**config.mk**
```make
export PLATFORM = sky130hd
export DESIGN_NAME = prog_loader_flat
export DESIGN_NICKNAME = d
export VERILOG_FILES = /design/src/rtl/prog_loader_pkg.sv /design/src/rtl/prog_loader_if.sv /design/src/rtl/prog_loader_word_packer.sv /design/src/rtl/prog_loader.sv /design/src/flat_wrapper.sv
export SDC_FILE = /design/constraint.sdc
export NUM_CORES = 1
export LEC_CHECK = 0
export BUFFER_PORTS_ARGS = -buffer_cell sky130_fd_sc_hd__buf_2
export CORE_ASPECT_RATIO = 0.7
export CORE_MARGIN = 4
export CORE_UTILIZATION = 40
export DETAILED_ROUTE_END_ITERATION = 16
export SETUP_SLACK_MARGIN = 0.4
export SYNTH_ARGS = -nofsm -noshare
export SYNTH_HDL_FRONTEND = slang
export SYNTH_SLANG_ARGS = --single-unit
```
**constraint.sdc**
```tcl
create_clock -name clk -period 3.5 [get_ports clk]
set_input_delay 0.7 -clock clk [delete_from_list [all_inputs] [get_ports clk]]
set_output_delay 0.7 -clock clk [all_outputs]
set_load 0.01 [all_outputs]
```
**src/rtl/prog_loader_pkg.sv**
```systemverilog
// Shared definitions for the program loader: FSM states and word geometry.
package prog_loader_pkg;

  localparam int unsigned BYTES_PER_WORD = 4;
  localparam int unsigned LANE_W         = $clog2(BYTES_PER_WORD);

  typedef enum logic [2:0] {
    IDLE,
    COLLECT,
    WRITE,
    FULL,
    DONE
  } state_t;

endpackage

```
**src/rtl/prog_loader_if.sv**
```systemverilog
// Byte-stream input and memory-write bus of the program loader.
interface prog_loader_if;
  logic        in_valid;
  logic [7:0]  in_data;
  logic        in_ready;
  logic        mem_we;
  logic [31:0] mem_addr;
  logic [31:0] mem_wdata;
  logic        mem_gnt;

  modport master (
    input  in_valid, in_data, mem_gnt,
    output in_ready, mem_we, mem_addr, mem_wdata
  );

  modport slave (
    output in_valid, in_data, mem_gnt,
    input  in_ready, mem_we, mem_addr, mem_wdata
  );
endinterface

```
**src/rtl/prog_loader_word_packer.sv**
```systemverilog
// Assembles little-endian bytes into a 32-bit word, lane 0 first.
module word_packer
  import prog_loader_pkg::*;
(
  input  logic              clk,
  input  logic              rst_n,
  input  logic              i_clear,
  input  logic              i_wr,
  input  logic [7:0]        i_byte,
  output logic [31:0]       o_word,
  output logic [LANE_W-1:0] o_lane,
  output logic              o_full
);

  logic [31:0]       r_word;
  logic [LANE_W-1:0] r_lane;

  always_ff @(posedge clk or negedge rst_n) begin
    if (!rst_n) begin
      r_word <= '0;
      r_lane <= '0;
    end else if (i_clear) begin
      r_word <= '0;
      r_lane <= '0;
    end else if (i_wr) begin
      r_word[{r_lane, 3'b000} +: 8] <= i_byte;
      r_lane                        <= r_lane + 1'b1;
    end
  end

  assign o_word = r_word;
  assign o_lane = r_lane;
  // Lane index wraps to 0 as the last byte lands, so "full" is the write itself.
  assign o_full = i_wr && (r_lane == LANE_W'(BYTES_PER_WORD - 1));

endmodule

```
**src/rtl/prog_loader.sv**
```systemverilog
// Loads a byte stream into program memory one word at a time, holding the CPU off.
module prog_loader
  import prog_loader_pkg::*;
#(
  parameter int unsigned MEM_WORDS = 256
) (
  input  logic                clk,
  input  logic                rst_n,
  input  logic                start,
  input  logic                load_end,
  prog_loader_if.master       bus,
  output logic                busy,
  output logic                done,
  output logic                overflow,
  output logic [31:0]         word_count
);

  state_t            r_state, w_next;
  logic [31:0]       r_word_idx;
  logic              r_overflow;
  logic              r_end_pend;

  logic              w_start, w_clear, w_pack_wr, w_full, w_inc, w_set_ovf, w_set_pend;
  logic [31:0]       w_word;
  logic [LANE_W-1:0] w_lane;

  word_packer u_packer (
    .clk     (clk),
    .rst_n   (rst_n),
    .i_clear (w_clear),
    .i_wr    (w_pack_wr),
    .i_byte  (bus.in_data),
    .o_word  (w_word),
    .o_lane  (w_lane),
    .o_full  (w_full)
  );

  always_comb begin
    w_next        = r_state;
    w_start       = 1'b0;
    w_clear       = 1'b0;
    w_pack_wr     = 1'b0;
    w_inc         = 1'b0;
    w_set_ovf     = 1'b0;
    w_set_pend    = 1'b0;
    done          = 1'b0;
    bus.in_ready  = 1'b0;
    bus.mem_we    = 1'b0;
    bus.mem_addr  = '0;
    bus.mem_wdata = '0;
    case (r_state)
      IDLE: begin
        if (start) begin
          w_start = 1'b1;
          w_clear = 1'b1;
          w_next  = COLLECT;
        end
      end
      COLLECT: begin
        bus.in_ready = 1'b1;
        w_pack_wr    = bus.in_valid;
        // A completed word always goes out first, even when the stream ends with it.
        if (w_full) begin
          w_next     = WRITE;
          w_set_pend = load_end;
        end else if (load_end) begin
          if (w_lane == '0 && !bus.in_valid) begin
            w_next = DONE;
          end else begin
            w_set_pend = 1'b1;
            w_next     = WRITE;
          end
        end
      end
      WRITE: begin
        bus.mem_we    = 1'b1;
        bus.mem_addr  = {r_word_idx[29:0], 2'b00};
        bus.mem_wdata = w_word;
        w_set_pend    = load_end;
        if (bus.mem_gnt) begin
          w_inc   = 1'b1;
          w_clear = 1'b1;
          if (r_end_pend || load_end)                    w_next = DONE;
          else if (r_word_idx == 32'(MEM_WORDS - 1))     w_next = FULL;
          else                                           w_next = COLLECT;
        end
      end
      FULL: begin
        bus.in_ready = 1'b1;
        w_set_ovf    = bus.in_valid;
        if (load_end) w_next = DONE;
      end
      DONE: begin
        done   = 1'b1;
        w_next = IDLE;
      end
      default: w_next = IDLE;
    endcase
  end

  always_ff @(posedge clk or negedge rst_n) begin
    if (!rst_n) begin
      r_state    <= IDLE;
      r_word_idx <= '0;
      r_overflow <= 1'b0;
      r_end_pend <= 1'b0;
    end else begin
      r_state <= w_next;
      if (w_start) begin
        r_word_idx <= '0;
        r_overflow <= 1'b0;
        r_end_pend <= 1'b0;
      end else begin
        if (w_inc)      r_word_idx <= r_word_idx + 32'd1;
        if (w_set_ovf)  r_overflow <= 1'b1;
        if (w_set_pend) r_end_pend <= 1'b1;
      end
    end
  end

  assign busy       = (r_state != IDLE);
  assign overflow   = r_overflow;
  assign word_count = r_word_idx;

endmodule
```
**src/flat_wrapper.sv**
```systemverilog
// flat-port wrapper written by rule: the top's interface ports become plain ports
module prog_loader_flat import prog_loader_pkg::*;
#(
  parameter int unsigned MEM_WORDS = 256
)
  (clk, rst_n, start, load_end, busy, done, overflow, word_count, bus_in_valid, bus_in_data, bus_mem_gnt, bus_in_ready, bus_mem_we, bus_mem_addr, bus_mem_wdata);
  prog_loader_if bus_i ();
  input  logic clk;
  input  logic rst_n;
  input  logic start;
  input  logic load_end;
  output logic busy;
  output logic done;
  output logic overflow;
  output logic [31:0] word_count;
  input wire logic [$bits(bus_i.in_valid)-1:0] bus_in_valid;
  input wire logic [$bits(bus_i.in_data)-1:0] bus_in_data;
  input wire logic [$bits(bus_i.mem_gnt)-1:0] bus_mem_gnt;
  output wire logic [$bits(bus_i.in_ready)-1:0] bus_in_ready;
  output wire logic [$bits(bus_i.mem_we)-1:0] bus_mem_we;
  output wire logic [$bits(bus_i.mem_addr)-1:0] bus_mem_addr;
  output wire logic [$bits(bus_i.mem_wdata)-1:0] bus_mem_wdata;
  assign bus_i.in_valid = bus_in_valid;
  assign bus_i.in_data = bus_in_data;
  assign bus_i.mem_gnt = bus_mem_gnt;
  assign bus_in_ready = bus_i.in_ready;
  assign bus_mem_we = bus_i.mem_we;
  assign bus_mem_addr = bus_i.mem_addr;
  assign bus_mem_wdata = bus_i.mem_wdata;
  prog_loader #(.MEM_WORDS(MEM_WORDS)) u_core (.clk(clk), .rst_n(rst_n), .start(start), .load_end(load_end), .bus(bus_i), .busy(busy), .done(done), .overflow(overflow), .word_count(word_count));
endmodule
```
==> results of run 1 <==
metrics by stage:
| step | utilization (%) | area, sq um | total power [W] | worst slack (ns) | std cells |
|---|---|---|---|---|---|
| floorplan | - | 4040 | 0.00156 | 1.34 | 424 |
| global placement | 47.7 | 4650 | 0.00180 | 1.25 | 638 |
| detailed placement | 47.7 | 4650 | 0.00182 | 1.19 | 638 |
| CTS | 50.6 | 4940 | 0.00271 | 0.852 | 654 |
| global route | 50.6 | 4940 | 0.00286 | 0.679 | 654 |
| finish | 50.6 | 4940 | 0.00269 | 0.853 | 654 |
critical path: cells and delay by family (launching register included):
family,cells,cell delay (ns)
DFF,1,0.64
and+or+nand+nor,2,0.48
buffers and inverters,2,0.47
logic make-up (layout without fill, tap and decap cells):
logic type / after synthesis / in the layout / share of synthesized area [%]
simple gates: 204 / 204 / 31.0
compound gates: 87 / 87 / 14.9
flops: 71 / 71 / 44.0
xor+xnor: 8 / 8 / 1.73
fa+ha+maj: 5 / 5 / 1.55
mux: 7 / 7 / 1.86
other cells: 1 / 2 / 0.0928
buf+inv: 40 / 142 / 4.80
area by class of cell:
class,count,area (sq um),area share (%)
Timing Repair Buffer,116,591,12.0
Inverter,10,37.5,0.760
Multi-Input combinational cell,313,2090,42.2
Tap cell,128,160,3.24
Clock buffer,10,229,4.63
Clock inverter,6,61.3,1.24
Sequential cell,71,1780,36.0
placed cells by master, fill, tap and decap left out, types with 13 or more instances in the layout:
| cell type | n |
|---|---|
| nand4_1 | 13 |
| nor2_1 | 15 |
| and2_1 | 65 |
| a21oi_1 | 27 |
| a22o_1 | 28 |
| dfrtp_1 | 71 |
| nand2_1 | 29 |
| nand3_1 | 19 |
| or4_1 | 14 |
| o31ai_1 | 13 |
| buf_2 | 112 |
registers in the layout, indices dropped and copies added (netlist names):
register and count:
u_core.overflow 1, u_core.u_packer.o_word 32, u_core.word_count 32, u_core.u_packer.o_lane 2, u_core.r_state 3, u_core.r_end_pend 1
routing by layer:
metal / global-route usage [%] / routed length (microns) / up-vias
li1: - / - / 1746
met1: 30.2 / 5730 / 1798
met2: 27.0 / 4750 / 112
met3: 4.07 / 597 / 15
met4: 5.74 / 156 / 0
met5: 0 / 0 / -
worst paths after layout:
path                                                   startpoint                                      to  slack (ns)  cells after the start
max                                 u_core.r_state[1]$_DFFE_PN0P_                       bus_mem_wdata[23]        0.85                      4
min                        u_core.u_packer.o_word[17]$_DFFE_PN0P_  u_core.u_packer.o_word[17]$_DFFE_PN0P_        0.49                      2
max reg2reg                      u_core.word_count[5]$_DFFE_PN0P_       u_core.word_count[25]$_DFFE_PN0P_        1.30                      4
min reg2reg                u_core.u_packer.o_word[17]$_DFFE_PN0P_  u_core.u_packer.o_word[17]$_DFFE_PN0P_        0.49                      2
max in group asynchronous                                   rst_n       u_core.word_count[12]$_DFFE_PN0P_        2.35                      2
min in group asynchronous                                   rst_n  u_core.u_packer.o_word[21]$_DFFE_PN0P_        0.57                      2
power by group through the flow:
| stage | logic, W | registers [W] | clock network [W] |
|---|---|---|---|
| 3_3_place_gp | 0.000771 | 0.00103 | 0 |
| 2_1_floorplan | 0.000582 | 0.000980 | 0 |
| 4_1_cts | 0.000786 | 0.00102 | 0.000906 |
| 6_report | 0.000779 | 0.00103 | 0.000888 |
| 5_1_grt | 0.000873 | 0.00104 | 0.000947 |
| 3_5_place_dp | 0.000780 | 0.00104 | 0 |
==> reports/metrics.cfg, run 1 <==
[floorplan]
core_sq_um = 9760
rows = 30
initial_core_util_pct = 41.4
io-pin-count = 115
dieArea_sq_um = 11800
die_h_microns = 92.1
die-width_microns = 128

[power_and_ir_drop]
power_density_nw_per_um2 = 545
seq_power_share_pct = 38.1
clkPwrFrac_pct = 33.0
switching_share_pct = 36.3
max-vdd-ir-drop_uv = 332
power_switching_w = 0.000977
combinationalPowerShare_pct = 28.9
p_int_w = 0.00172
p_leak_nw = 2.46

[synth]
netlist_area_sq_um = 4040
synth-warning-count = 0
ys_ff_latch = 71
synth.top_cells.by_count = 71 x dfrtp_1, 65 x and2_1, 29 x nand2_1
synth.distinct_cells = 49
ys.flop_type = dfrtp_1
synth_area_leaders = dfrtp_1 44%, and2_1 10%, a22o_1 6.1%
synth-edff-count = 0
synth.most_common_cell = dfrtp_1
yosysSeqAreaShare_pct = 44.0
avgSynthCellArea_sq_um = 9.55
synthArstFlopShare_pct = 100
netlist_instances = 423
synth.largest_area_cell = dfrtp_1
netlist.area_leader.share_pct = 44.0

[job]
cap_violations = 0

[clock_network]
cts_root_buf = clkbuf_16
post-cts-setup-buffer-count = 0
holdBufCountCts = 0
htreeDepth = 3
cts.sinks = 71
clk_pin_slew_ns = 0.06
cts_max_path_buffers = 2
clock_latency_ns = 0.33
cts_buffers = 9
cts_tree = yes
post_cts_resized = 0

[layout]
num-fill-cells = 936
layout-area-overhead-vs-synth_pct = 22.3
finalNetCount = 540
antennaDiodeCount = 0
layout-drive-gt1-share_pct = 28.1

[timing]
tightestPinTransition_ns = 0.992
min_period_ns = 2.65
hold_ws_ns = 0.489
fin_crit_sh_pct = 75.6
final-hold-violation-count = 0
setup_violations = 0
fmax_mhz = 378
finalClockSkew_ns = 0.00744
rsz0062_at_grt = no
relSlewSlack_pct = 33.6
fin_tns_setup_ns = 0
drv_slew = 0

[setup_path]
cpPeakStageDelay_ns = 0.64
start_kind = flop
end_kind = output port
crit_type = reg2out
cp_slowest_cell = dfrtp_1
cp_cell_sequence = nor3b_2, buf_4, and2_1, buf_2
cp_max_fo = 42
cp.arrival_ns = 1.95
required_ns = 2.80

[placed_design]
gp_routability_congestion = 0.841
dpl.hpwl_mm = 8.14
io_buffers = 112

[run_status]
status = complete, no violations

[global_routing]
overflow = 0
grt_pass1_vias = 3494
groute.usage.overall_pct = 19.5
antenna_found_initial = 0
grt_pass1_wl_mm = 18.6
grt_start_max_net_pins = 72

[route]
viasPerCell = 5.61
dr.pass1.iters = 4
drcViolationCount = 0
wl_mm = 11.2
ant_nets = 0
drt-wirelength-per-cell_microns = 17.2
drt_iter0_markers = 229
vias = 3671

[hold_path]
hold_path.class = reg2reg

Note: power is estimated with default switching activity, not from simulation.
==> run 2: changes to the inputs <==
--- a/config.mk
+++ b/config.mk
@@ -10,6 +10,7 @@
 export CORE_MARGIN = 4
 export CORE_UTILIZATION = 40
 export DETAILED_ROUTE_END_ITERATION = 16
+export PLACE_DENSITY = 0.67
 export SETUP_SLACK_MARGIN = 0.4
 export SYNTH_ARGS = -nofsm -noshare
 export SYNTH_HDL_FRONTEND = slang
==> constraint.sdc (replaced) <==
create_clock -name clk -period 2.2 [get_ports clk]
set_input_delay 0.44 -clock clk [delete_from_list [all_inputs] [get_ports clk]]
set_output_delay 0.44 -clock clk [all_outputs]
set_load 0.01 [all_outputs]
==> run 2 against run 1 <==
Effect of this change:
- clock skew is 0.0031 ns higher
- critical path depth is 3 higher
- power increased by 100%
- setup slack worse by 0.73 ns
- largest cell class unchanged
- critical path type is now reg2reg
- first-iteration DRC count increased by 110%
- clock-buffer cell count fell by 1
- cell count grew 8.3%
- design area grew 19%
- sequential share of layout area shrank 5.5 points
- hold slack worse by 0.37 ns
==> reports/metrics.cfg, run 2 (synthesized netlist as in run 1, its figures left out) <==
[floorplan]
core_sq_um = 9760  ; unchanged
io-pin-count = 115  ; unchanged
initial_core_util_pct = 41.4  ; unchanged
die-width_microns = 128  ; unchanged
dieArea_sq_um = 11800  ; unchanged
rows = 30  ; unchanged
die_h_microns = 92.1  ; unchanged

[layout]
layout_commonest_cell = buf_2
layout-drive-gt1-share_pct = 46.6  ; +18 points
post-route-util_pct = 60.2  ; +9.6 points
fin_area_sq_um = 5870  ; +19%
layout-area-overhead-vs-synth_pct = 45.4
antennaDiodeCount = 0  ; unchanged
mostFrequentLayoutCells = 111 x buf_2, 63 x and2_1, 59 x dfrtp_1
finalNetCount = 594  ; +10%
num-fill-cells = 809  ; -14%

[setup_path]
crit_type = reg2reg
cp_cell_sequence = buf_4, buf_6, and4bb_4, buf_6, nand4_4, or4_4, a21oi_2
crit_top_cell = buf_6
cp_max_fo = 7  ; -83%
end_kind = flop
required_ns = 2.47  ; -0.33 ns
cp.arrival_ns = 2.35  ; +0.40 ns
crit_buf_inv = 3  ; +1
cp_slowest_cell = or4_4
cpPeakStageDelay_ns = 0.55  ; -0.09 ns
start_kind = flop
critPathTopFamily = simple AND/OR/NAND/NOR gates

[power_and_ir_drop]
power_density_nw_per_um2 = 916  ; +68%
p_leak_nw = 2.83  ; +15%
max-vdd-ir-drop_uv = 577  ; +74%

[job]
cap_violations = 0  ; unchanged

[placed_design]
gp_routability_congestion = 0.815  ; -3.1%
dpl.hpwl_mm = 8.26  ; +1.4%
place_area_sq_um = 4770  ; +2.5%
io_buffers = 112  ; unchanged

[timing]
rsz0062_at_grt = yes
drv_slew = 0  ; unchanged
fmax_mhz = 481
finalClockSkew_ns = 0.0105  ; +0.00305 ns
hold_ws_ns = 0.115  ; -0.374 ns
fin_tns_setup_ns = 0  ; unchanged
min_period_ns = 2.08
fin_crit_sh_pct = 94.6
setup_violations = 0  ; unchanged
final-hold-violation-count = 0  ; unchanged

[global_routing]
groute.usage.overall_pct = 22.5  ; +3.0 points
grt_pass1_vias = 4024  ; +15%
grt_pass1_wl_mm = 21.2  ; +14%
antenna_found_initial = 0  ; unchanged
grt_start_max_net_pins = 72  ; unchanged
overflow = 0  ; unchanged

[clock_network]
cts_root_buf = clkbuf_16
holdBufCountCts = 0  ; unchanged
cts_buffers = 9  ; unchanged
clk_pin_slew_ns = 0.06  ; about the same
cts.sinks = 71  ; unchanged
clock_latency_ns = 0.34  ; about the same
htreeDepth = 3  ; unchanged
cts_tree = yes
cts_max_path_buffers = 2  ; unchanged

[route]
drt-wirelength-per-cell_microns = 20.2  ; +18%
drt_iter0_markers = 473  ; +110%
viasPerCell = 5.98  ; +6.5%
wl_mm = 14.3  ; +27%
vias = 4234  ; +15%
drcViolationCount = 0  ; unchanged
dr.pass1.iters = 5  ; +1
ant_nets = 0  ; unchanged

[run_status]
status = complete, no violations

[hold_path]
hold_path.class = in2async

-- run 2: power breakdown --
group          total (W)  leakage [nW]  switching, W  internal [W]
logic            0.00228          1.73       0.00126       0.00102
registers        0.00159         0.964      0.000138       0.00145
clock network    0.00151         0.139      0.000623      0.000890
-- run 2: area by class of cell --
class | count | area, sq um | share of cell area [%]
multi-input cells | 317 | 2460 | 41.9
repair buffers | 166 | 1120 | 19.0
well taps | 128 | 160 | 2.73
inverters | 10 | 41.3 | 0.703
flip-flops and latches | 71 | 1790 | 30.5
clock inverters | 7 | 78.8 | 1.34
clock buffers | 9 | 225 | 3.83
-- run 2: repair_timing --
| item | 4_1_cts | 5_1_grt |
|---|---|---|
| gates resized for setup | 53 | 56 |
| gates cloned | 5 | 2 |
| setup buffers | 28 | 8 |
| setup endpoints to repair | 112 | 125 |
| pin swaps | 31 | 17 |
-- run 2: per-layer routing --
metal	vias up	part of all wire (%)	GRT usage, %
met2	209	47	34.9
met4	0	1.7	5.92
met5	-	0	0
met3	28	7.6	6.23
li1	1871	-	-
met1	2126	44	31.1
-- run 2: worst paths after layout --
kind | from | endpoint | slack [ns] | cells after the start
setup / recovery | u_core.r_state[0]$_DFFE_PN0P_ | u_core.word_count[19]$_DFFE_PN0P_ | 0.12 | 7
hold / removal | rst_n | u_core.word_count[14]$_DFFE_PN0P_ | 0.11 | 2
setup reg to reg | u_core.r_state[0]$_DFFE_PN0P_ | u_core.word_count[19]$_DFFE_PN0P_ | 0.12 | 7
hold reg to reg | u_core.u_packer.o_word[17]$_DFFE_PN0P_ | u_core.u_packer.o_word[17]$_DFFE_PN0P_ | 0.49 | 2
max in group asynchronous | rst_n | u_core.r_state[0]$_DFFE_PN0P_ | 1.71 | 2
min in group clk | bus_in_data[2] | u_core.u_packer.o_word[2]$_DFFE_PN0P_ | 0.40 | 2
-- run 2: per-stage QoR --
step                total power [W]  instances  worst slack (ns)
floorplan                   0.00249        424             0.380
global placement            0.00298        649             0.276
detailed placement          0.00302        649             0.193
CTS                         0.00503        698             0.166
global route                0.00561        708            0.0818
finish                      0.00538        708             0.120
-- run 2: worst reg2reg max path, delay by kind of cell (launching register included) --
family,cells,cell delay (ns)
simple gates,3,1.07
flops,1,0.44
compound gates,1,0.12
buf+inv,3,0.38
==> run 3: changes to the inputs <==
--- a/config.mk
+++ b/config.mk
@@ -7,7 +7,6 @@
 export LEC_CHECK = 0
 export BUFFER_PORTS_ARGS = -buffer_cell sky130_fd_sc_hd__buf_2
 export CORE_ASPECT_RATIO = 0.7
-export CORE_MARGIN = 4
 export CORE_UTILIZATION = 40
 export DETAILED_ROUTE_END_ITERATION = 16
 export PLACE_DENSITY = 0.67
==> run 3 against run 2 <==
Effect of this change:
- register-to-register slack improved by 0.09 ns
- wire length shrank 12%
- global-route usage is 1.4 points higher
- fmax grew 3.4%
- critical path depth down 2
- setup slack better by 0.068 ns
- clock power down 11%
- via count down 5.1%
- clock skew shrank 0.0027 ns
- flip-flop and latch count stayed put
- critical endpoint is now bus_mem_wdata[17]
==> reports/metrics.cfg, run 3 (synthesized netlist as in run 1, its figures left out) <==
[setup_path]
start_kind = flop
end_kind = output port
crit_type = reg2out
cp.arrival_ns = 1.57  ; -0.78 ns
r2r_end = u_core.word_count[19]$_DFFE_PN0P_
required_ns = 1.76  ; -0.71 ns
crit_end = bus_mem_wdata[17]
r2r_slack_ns = 0.21  ; +0.09 ns
ff2ff_path_depth = 5  ; -2
cp_max_fo = 14  ; +7
reg2reg_from = u_core.r_state[2]$_DFFE_PN0P_
critPathLaunch = u_core.r_state[2]$_DFFE_PN0P_

[clock_network]
cts_max_path_buffers = 2  ; unchanged
clk_pin_slew_ns = 0.06  ; about the same
clock_latency_ns = 0.33  ; about the same
cts_buffers = 9  ; unchanged
cts_root_buf = clkbuf_16
cts_tree = yes
htreeDepth = 3  ; unchanged
cts.sinks = 71  ; unchanged

[global_routing]
groute.usage.overall_pct = 23.9  ; +1.4 points
grt_start_max_net_pins = 72  ; unchanged
grt_pass1_vias = 3622  ; -10%
grt_pass1_wl_mm = 19.3  ; -8.8%
antenna_found_initial = 0  ; unchanged
overflow = 0  ; unchanged

[route]
drcViolationCount = 0  ; unchanged
vias = 4019  ; -5.1%
dr.pass1.iters = 5  ; unchanged
drt-wirelength-per-cell_microns = 18.1  ; -11%
drt_iter0_markers = 306  ; -35%
wl_mm = 12.6  ; -12%
ant_nets = 0  ; unchanged
viasPerCell = 5.76  ; -3.7%

[floorplan]
io-pin-count = 115  ; unchanged
rows = 30  ; unchanged
dieArea_sq_um = 10500  ; -11%
die-width_microns = 122  ; -4.7%
initial_core_util_pct = 41.4  ; unchanged
core_sq_um = 9760  ; unchanged
die_h_microns = 86.1  ; -6.5%

[power_and_ir_drop]
p_leak_nw = 2.77  ; -2.2%
power_density_nw_per_um2 = 870  ; -5.0%
max-vdd-ir-drop_uv = 460  ; -20%
total_power_w = 0.00492  ; -8.5%

[run_status]
status = complete, no violations

[timing]
fmax_mhz = 497  ; +3.4%
min_period_ns = 2.01  ; -0.0677 ns
drv_slew = 0  ; unchanged
finalClockSkew_ns = 0.00778  ; -0.00270 ns
fin_crit_sh_pct = 91.5  ; -3.1 points
final-hold-violation-count = 0  ; unchanged
setup_violations = 0  ; unchanged
rsz0062_at_grt = yes
fin_tns_setup_ns = 0  ; unchanged
hold_ws_ns = 0.142  ; +0.0278 ns

[layout]
layout_commonest_cell = buf_2
final_cells = 698  ; -1.4%
mostFrequentLayoutCells = 111 x buf_2, 63 x and2_1, 59 x dfrtp_1
post-route-util_pct = 58.0  ; -2.2 points
layout-area-overhead-vs-synth_pct = 40.2
layout-drive-gt1-share_pct = 43.3  ; -3.2 points
finalNetCount = 585  ; -1.5%
antennaDiodeCount = 0  ; unchanged

[placed_design]
io_buffers = 112  ; unchanged
dp.cells = 649  ; unchanged
gp_routability_congestion = 0.805  ; -1.2%
dpl.hpwl_mm = 7.53  ; -8.8%

[hold_path]
hold_path.class = in2async

[job]
cap_violations = 0  ; unchanged

run 3: cell types whose count changed in the layout (fill, tap and decap cells not counted), sizes merged, moves of 2 or more:
cell / previous run / this run
buf: 166 / 157
clkbuf: 9 / 14
clkinvlp: 4 / 0
inv: 12 / 10
run 3: timing repair:
item / in CTS / in global routing
hold buffers: 0 / 0
resized for setup: 41 / 45
setup buffers: 17 / 11
gates cloned: 4 / 2
pin swaps: 23 / 14
endpoints found under the setup margin: 112 / 107
endpoints found under the hold margin: 0 / 0
run 3: routing by layer:
| metal | GRT usage, % | vias up | wire length (microns) |
|---|---|---|---|
| met5 | 0 | - | 0 |
| met4 | 7.21 | 0 | 148 |
| met3 | 6.38 | 15 | 838 |
| met2 | 35.5 | 152 | 5690 |
| met1 | 33.9 | 2002 | 5940 |
| li1 | - | 1850 | - |
run 3: worst min path at each step:
stage	endpoint	start	slack, ns	cells past startpoint
6_report	u_core.u_packer.o_word[29]$_DFFE_PN0P_	rst_n	0.14	2
5_1_grt	u_core.u_packer.o_word[29]$_DFFE_PN0P_	rst_n	0.18	2
4_1_cts	u_core.word_count[25]$_DFFE_PN0P_	rst_n	0.16	2
3_5_place_dp	u_core.u_packer.o_word[17]$_DFFE_PN0P_	u_core.u_packer.o_word[17]$_DFFE_PN0P_	0.46	2
3_3_place_gp	u_core.u_packer.o_word[17]$_DFFE_PN0P_	u_core.u_packer.o_word[17]$_DFFE_PN0P_	0.46	2
2_1_floorplan	u_core.overflow$_DFFE_PN0P_	rst_n	0.14	0
run 3: cell type report:
| cell class | count | area, sq um |
|---|---|---|
| Inverter | 10 | 37.5 |
| Tap cell | 128 | 160 |
| Timing Repair Buffer | 158 | 1030 |
| Clock inverter | 1 | 5.00 |
| Multi-Input combinational cell | 316 | 2370 |
| Clock buffer | 14 | 264 |
| Sequential cell | 71 | 1790 |
| Fill cell | 845 | 4100 |
run 3: where the power goes:
| part | total (W) | internal [W] | switching [W] |
|---|---|---|---|
| clock network | 0.00134 | 0.000818 | 0.000524 |
| registers | 0.00159 | 0.00145 | 0.000143 |
| logic | 0.00199 | 0.000859 | 0.00113 |
| total | 0.00492 | 0.00313 | 0.00180 |
run 3: stage by stage:
step | cell area (sq um) | setup slack (ns)
final | 5660 | 0.187
after global routing | 5660 | 0.108
after detailed placement | 4750 | 0.196
after global placement | 4750 | 0.245
after CTS | 5400 | 0.191
after floorplan | 4050 | 0.380
run 3: critical path: stages (launching register included):
cell,delay [ns]
dfrtp_2,0.45
nor3b_4,0.22
buf_6,0.16
buf_8,0.14
and2_1,0.14
buf_2,0.13
